===== src/rtl/mmc_spi_xfer.sv =====
// SPI mode-0 byte engine for the MMC card interface.
// One request shifts tx_byte out on mmc_di (MSB first) while assembling the
// byte returned on mmc_do. The sclk half-period is chosen per byte (slow for
// card init, fast for sector traffic). Chip select follows cs_req, but only
// at byte boundaries.
//
// Handshake: start is a request that is accepted on any rising clk edge
// where busy=0 (IDLE or the single DONE cycle); tx_byte and slow are
// captured on that edge and may change freely afterwards. Requests made
// while busy=1 are dropped. done pulses for exactly one cycle with rx_byte
// valid, and rx_byte holds until the next done.
module mmc_spi_xfer #(
  parameter int SLOW_DIV = 64,
  parameter int FAST_DIV = 2
) (
  input  logic       clk,
  input  logic       reset_n,
  input  logic       start,
  input  logic [7:0] tx_byte,
  input  logic       slow,
  input  logic       cs_req,
  output logic       busy,
  output logic       done,
  output logic [7:0] rx_byte,
  output logic       mmc_cs,
  output logic       mmc_sclk,
  output logic       mmc_di,
  input  logic       mmc_do,
  output logic [1:0] state_dbg
);

  localparam int MAX_DIV = (SLOW_DIV > FAST_DIV) ? SLOW_DIV : FAST_DIV;
  localparam int CW      = $clog2(MAX_DIV + 1);

  typedef enum logic [1:0] {
    S_IDLE = 2'd0,
    S_LOW  = 2'd1,
    S_HIGH = 2'd2,
    S_DONE = 2'd3
  } state_t;

  state_t        state_q, state_d;
  logic          busy_q, busy_d;
  logic          done_q, done_d;
  logic [7:0]    rx_q, rx_d;
  logic          cs_q, cs_d;
  logic          sclk_q, sclk_d;
  logic          di_q, di_d;
  logic [2:0]    bit_q, bit_d;
  logic [CW-1:0] cnt_q, cnt_d;
  logic [CW-1:0] div_q, div_d;
  // One register serves both directions: its MSB is the next bit to send,
  // and card bits enter at the LSB on each rising sclk edge.
  logic [7:0]    sr_q, sr_d;
  logic          phase_end;

  assign phase_end = (cnt_q == div_q - CW'(1));

  // Next-state and registered-output computation for the bit sequencer
  always_comb begin
    state_d = state_q;
    busy_d  = busy_q;
    done_d  = 1'b0;
    rx_d    = rx_q;
    cs_d    = cs_q;
    sclk_d  = sclk_q;
    di_d    = di_q;
    bit_d   = bit_q;
    cnt_d   = cnt_q;
    div_d   = div_q;
    sr_d    = sr_q;
    case (state_q)
      S_IDLE, S_DONE: begin
        state_d = S_IDLE;
        busy_d  = 1'b0;
        sclk_d  = 1'b0;
        di_d    = 1'b1;
        cnt_d   = '0;
        if (start) begin
          state_d = S_LOW;
          busy_d  = 1'b1;
          sr_d    = tx_byte;
          di_d    = tx_byte[7];
          bit_d   = 3'd7;
          div_d   = slow ? CW'(SLOW_DIV) : CW'(FAST_DIV);
        end
      end
      S_LOW: begin
        if (phase_end) begin
          cnt_d   = '0;
          sclk_d  = 1'b1;
          sr_d    = {sr_q[6:0], mmc_do};
          state_d = S_HIGH;
        end else begin
          cnt_d = cnt_q + CW'(1);
        end
      end
      S_HIGH: begin
        if (phase_end) begin
          cnt_d  = '0;
          sclk_d = 1'b0;
          if (bit_q != 3'd0) begin
            bit_d   = bit_q - 3'd1;
            di_d    = sr_q[7];
            state_d = S_LOW;
          end else begin
            state_d = S_DONE;
            done_d  = 1'b1;
            rx_d    = sr_q;
            busy_d  = 1'b0;
            di_d    = 1'b1;
          end
        end else begin
          cnt_d = cnt_q + CW'(1);
        end
      end
      default: state_d = S_IDLE;
    endcase
    // Chip select only moves between bytes; updating on entry to DONE makes a
    // mid-byte cs_req change visible in the DONE cycle itself, and updating
    // in IDLE/DONE lets a cs_req raised together with start select the card
    // for that same byte.
    if (state_q == S_IDLE || state_q == S_DONE || state_d == S_DONE) begin
      cs_d = ~cs_req;
    end
  end

  // State and output registers, asynchronously returned to idle pin levels
  always_ff @(posedge clk or negedge reset_n) begin
    if (!reset_n) begin
      state_q <= S_IDLE;
      busy_q  <= 1'b0;
      done_q  <= 1'b0;
      rx_q    <= 8'h00;
      cs_q    <= 1'b1;
      sclk_q  <= 1'b0;
      di_q    <= 1'b1;
      bit_q   <= 3'd0;
      cnt_q   <= '0;
      div_q   <= CW'(FAST_DIV);
      sr_q    <= 8'h00;
    end else begin
      state_q <= state_d;
      busy_q  <= busy_d;
      done_q  <= done_d;
      rx_q    <= rx_d;
      cs_q    <= cs_d;
      sclk_q  <= sclk_d;
      di_q    <= di_d;
      bit_q   <= bit_d;
      cnt_q   <= cnt_d;
      div_q   <= div_d;
      sr_q    <= sr_d;
    end
  end

  assign busy      = busy_q;
  assign done      = done_q;
  assign rx_byte   = rx_q;
  assign mmc_cs    = cs_q;
  assign mmc_sclk  = sclk_q;
  assign mmc_di    = di_q;
  assign state_dbg = state_q;

endmodule


===== config.mk =====
export PLATFORM = sky130hd
export DESIGN_NAME = mmc_spi_xfer
export DESIGN_NICKNAME = d
export VERILOG_FILES = /design/src/rtl/mmc_spi_xfer.sv
export SDC_FILE = /design/constraint.sdc
export NUM_CORES = 1
export LEC_CHECK = 0
export CORE_ASPECT_RATIO = 0.75
export CORE_MARGIN = 4
export CORE_UTILIZATION = 25
export CTS_CLUSTER_DIAMETER = 50
export DETAILED_ROUTE_END_ITERATION = 8
export GPL_ROUTABILITY_DRIVEN = 0
export SLEW_MARGIN = 10
export SYNTH_ARGS = -nofsm -noshare
export SYNTH_HDL_FRONTEND = slang
export SYNTH_SLANG_ARGS = --single-unit

===== constraint.sdc =====
create_clock -name clk -period 4.2 [get_ports clk]
set_input_delay 0.42 -clock clk [delete_from_list [all_inputs] [get_ports clk]]
set_output_delay 0.42 -clock clk [all_outputs]
set_load 0.005 [all_outputs]

==> results.cfg <==
[global_routing]
grt_start_max_net_pins = 36
grt_pass1_wl_mm = 6.14
gr-total-overflow = 0
first_global_vias = 1230
grt_usage_pct = 9.24
antenna_found_initial = 0

[routing]
via_per_inst = 4.51
ant_nets = 0
vias = 1205
drc = 0
firstDrtPassIters = 4
first_iter_violations = 53
postRouteWirelength_mm = 3.72
wl_per_cell_um = 13.9

[cts]
path_clk_slew_ps = 80
cts_tree = done
clk_latency_ps = 280
cts_max_path_buffers = 2
clock-sinks = 35
htree_levels = 2
hold_buffers = 0
cts_resized = 0
root_buffer = clkbuf_8
postCtsSetupRepairBufs = 0
cts_made_buffers = 5

[finish]
n_antenna_cell = 0
area_delta_synth_final_pct = 25.1
multi_input_area_um2 = 820
drive_gt1_share_pct = 21.3
stdcell_count = 267
fin_nets = 201
seqCellArea_um2 = 880
fillers = 684

[worst_setup_path]
cpLargestDelayFamily = flip-flops
end_kind = register
cpPeakStageDelay_ps = 570
r2r_end = rx_byte[7]
cp_cell_sequence = or3b_1, mux2i_1, o211a_1, nand3_4, mux2_1
required_ps = 4360
r2r_start = div_q[1]
critPathKind = register to register
worst-r2r-setup-slack_ps = 1980
cp.arrival_ps = 2390
critPathSlowestCell = dfstp_2
path_buf_inv = 0
path_max_fanout = 9
cp-start-kind = register
worstRegToRegCells = 5

[synthesis]
synth_edf_count = 0
syn_nets = 171
ys_seq_area_share_pct = 50.2
yosysWarnings = 0
ys_types = 36
synth_commonest_cells = dfrtp_1, mux2_2, nor2_1
synth.top_cells.by_area = dfrtp_1, mux2_2, dfstp_2
syn_area_um2 = 1750
netlist_instances = 152
synth_top_area_share_pct = 45.7
ys.flop_type = dfrtp_1
yosysMostFrequentCell = dfrtp_1
synth.largest_area_cell = dfrtp_1
synthArstFlopShare_pct = 100
synth-seq-cells = 35
synth_area_per_cell_um2 = 11.5

[timing]
fin_setup_tns_ps = 0
fin_worst_skew_ps = 8.12
slew_violations = 0
setup_ws_ps = 1980
rsz0062_at_grt = false
fmax_ghz = 0.450
max-slew-margin-rel_pct = 44.4
finalSetupViolCount = 0
period_share_pct = 52.9
finalHoldViolations = 0
tightest_slew_ps = 830
fin_crit_ps = 2220

[placement]
post-place-cells = 259
dp_hpwl_mm = 2.64
numPortBuffers = 28
preCtsSetupSlack_ps = 2000

[hold_path]
hold_path_class = input port to async pin

[floorplan]
die_w_um = 105
die_area_um2 = 8420
core_region_area_um2 = 6800
row_count = 26
fp.dieH_um = 80.5
initial_core_util_pct = 25.8
boundaryPins = 29

[status]
run_status = complete, no violations

[power]
power_density_nw_per_um2 = 274
leakagePower_nw = 1.00
vdd_ir_drop_max_uv = 94.8

[run]
drv_cap = 0
==> final cells by class <==
type                    count  share of cell area [%]
inverters                   8                    1.37
well taps                  84                    4.80
multi-input cells         104                    37.4
clock inverters             1                   0.228
repair buffers             28                    12.6
flip-flops and latches     35                    40.1
clock buffers               7                    3.48
==> per-stage QoR <==
| step | util, % | cell area, um^2 | total power [mW] | hold slack (ps) |
|---|---|---|---|---|
| 6_report | 32.2 | 2190 | 0.599 | 218 |
| 5_1_grt | 32.2 | 2190 | 0.627 | 302 |
| 4_1_cts | 32.2 | 2190 | 0.609 | 264 |
| 3_5_place_dp | 31.0 | 2110 | 0.368 | 458 |
| 3_3_place_gp | 31.0 | 2110 | 0.368 | 456 |
| 2_1_floorplan | - | 1750 | 0.346 | 124 |
==> metal layers <==
| layer | part of all wire (%) | track usage (%) |
|---|---|---|
| met1 | 56 | 13.5 |
| met2 | 41 | 13.1 |
| met3 | 2.6 | 2.81 |
| met4 | 0.35 | 2.36 |
| met5 | 0 | 0 |
==> worst register-to-register path, delay by kind of cell, from the launching register on <==
family           cells  cell delay (ps)
flip-flops           1              570
AND/OR/NAND/NOR      2              570
multiplexers         2              560
AO/OA/AOI/OAI        1              400
==> worst max path at each step <==
stage / from / to / depth (start not counted)
2_1_floorplan: div_q[1] / rx_byte[7] / 6
3_3_place_gp: div_q[1] / rx_byte[7] / 5
3_5_place_dp: div_q[1] / rx_byte[7] / 5
4_1_cts: div_q[1] / rx_byte[7] / 5
5_1_grt: div_q[1] / rx_byte[7] / 5
6_report: div_q[1] / rx_byte[7] / 5
==> cells by family after synthesis <==
| family | synth area share, % |
|---|---|
| AO/OA/AOI/OAI | 8.50 |
| XOR/XNOR | 3.00 |
| adder cells (fa/ha/maj) | 3.57 |
| buffers and inverters | 3.00 |
| flip-flops | 50.2 |
| multiplexers | 19.0 |
| AND/OR/NAND/NOR | 12.7 |
==> state kept, by name, indices dropped and copies added (netlist names) <==
name and cells:
bit_q 3, sr_q 8, done 1, mmc_di 1, cnt_q 7, mmc_sclk 1, state_dbg 2, rx_byte 8
div_q 2, busy 1, mmc_cs 1
==> power by group <==
part	switching [mW]	total, mW	internal [mW]
clock network	0.122	0.239	0.117
registers	0.000230	0.338	0.338
logic	0.0103	0.0225	0.0122
total	0.133	0.599	0.467
==> placed cells by master (no fill, tap or decap), types with 3 or more instances in the layout <==
cell type        instances
a21oi_1                  8
a31oi_1                  3
clkbuf_8                 5
clkdlybuf4s50_1         27
dfrtp_1                 32
dfstp_2                  3
ha_1                     5
inv_1                    8
mux2_2                  25
mux2i_1                  4
nand2_1                  6
nand2b_1                 4
nand4_1                  4
nor2_1                  13
xor2_1                   4
No activity file was read; power rests on OpenSTA's default activity.
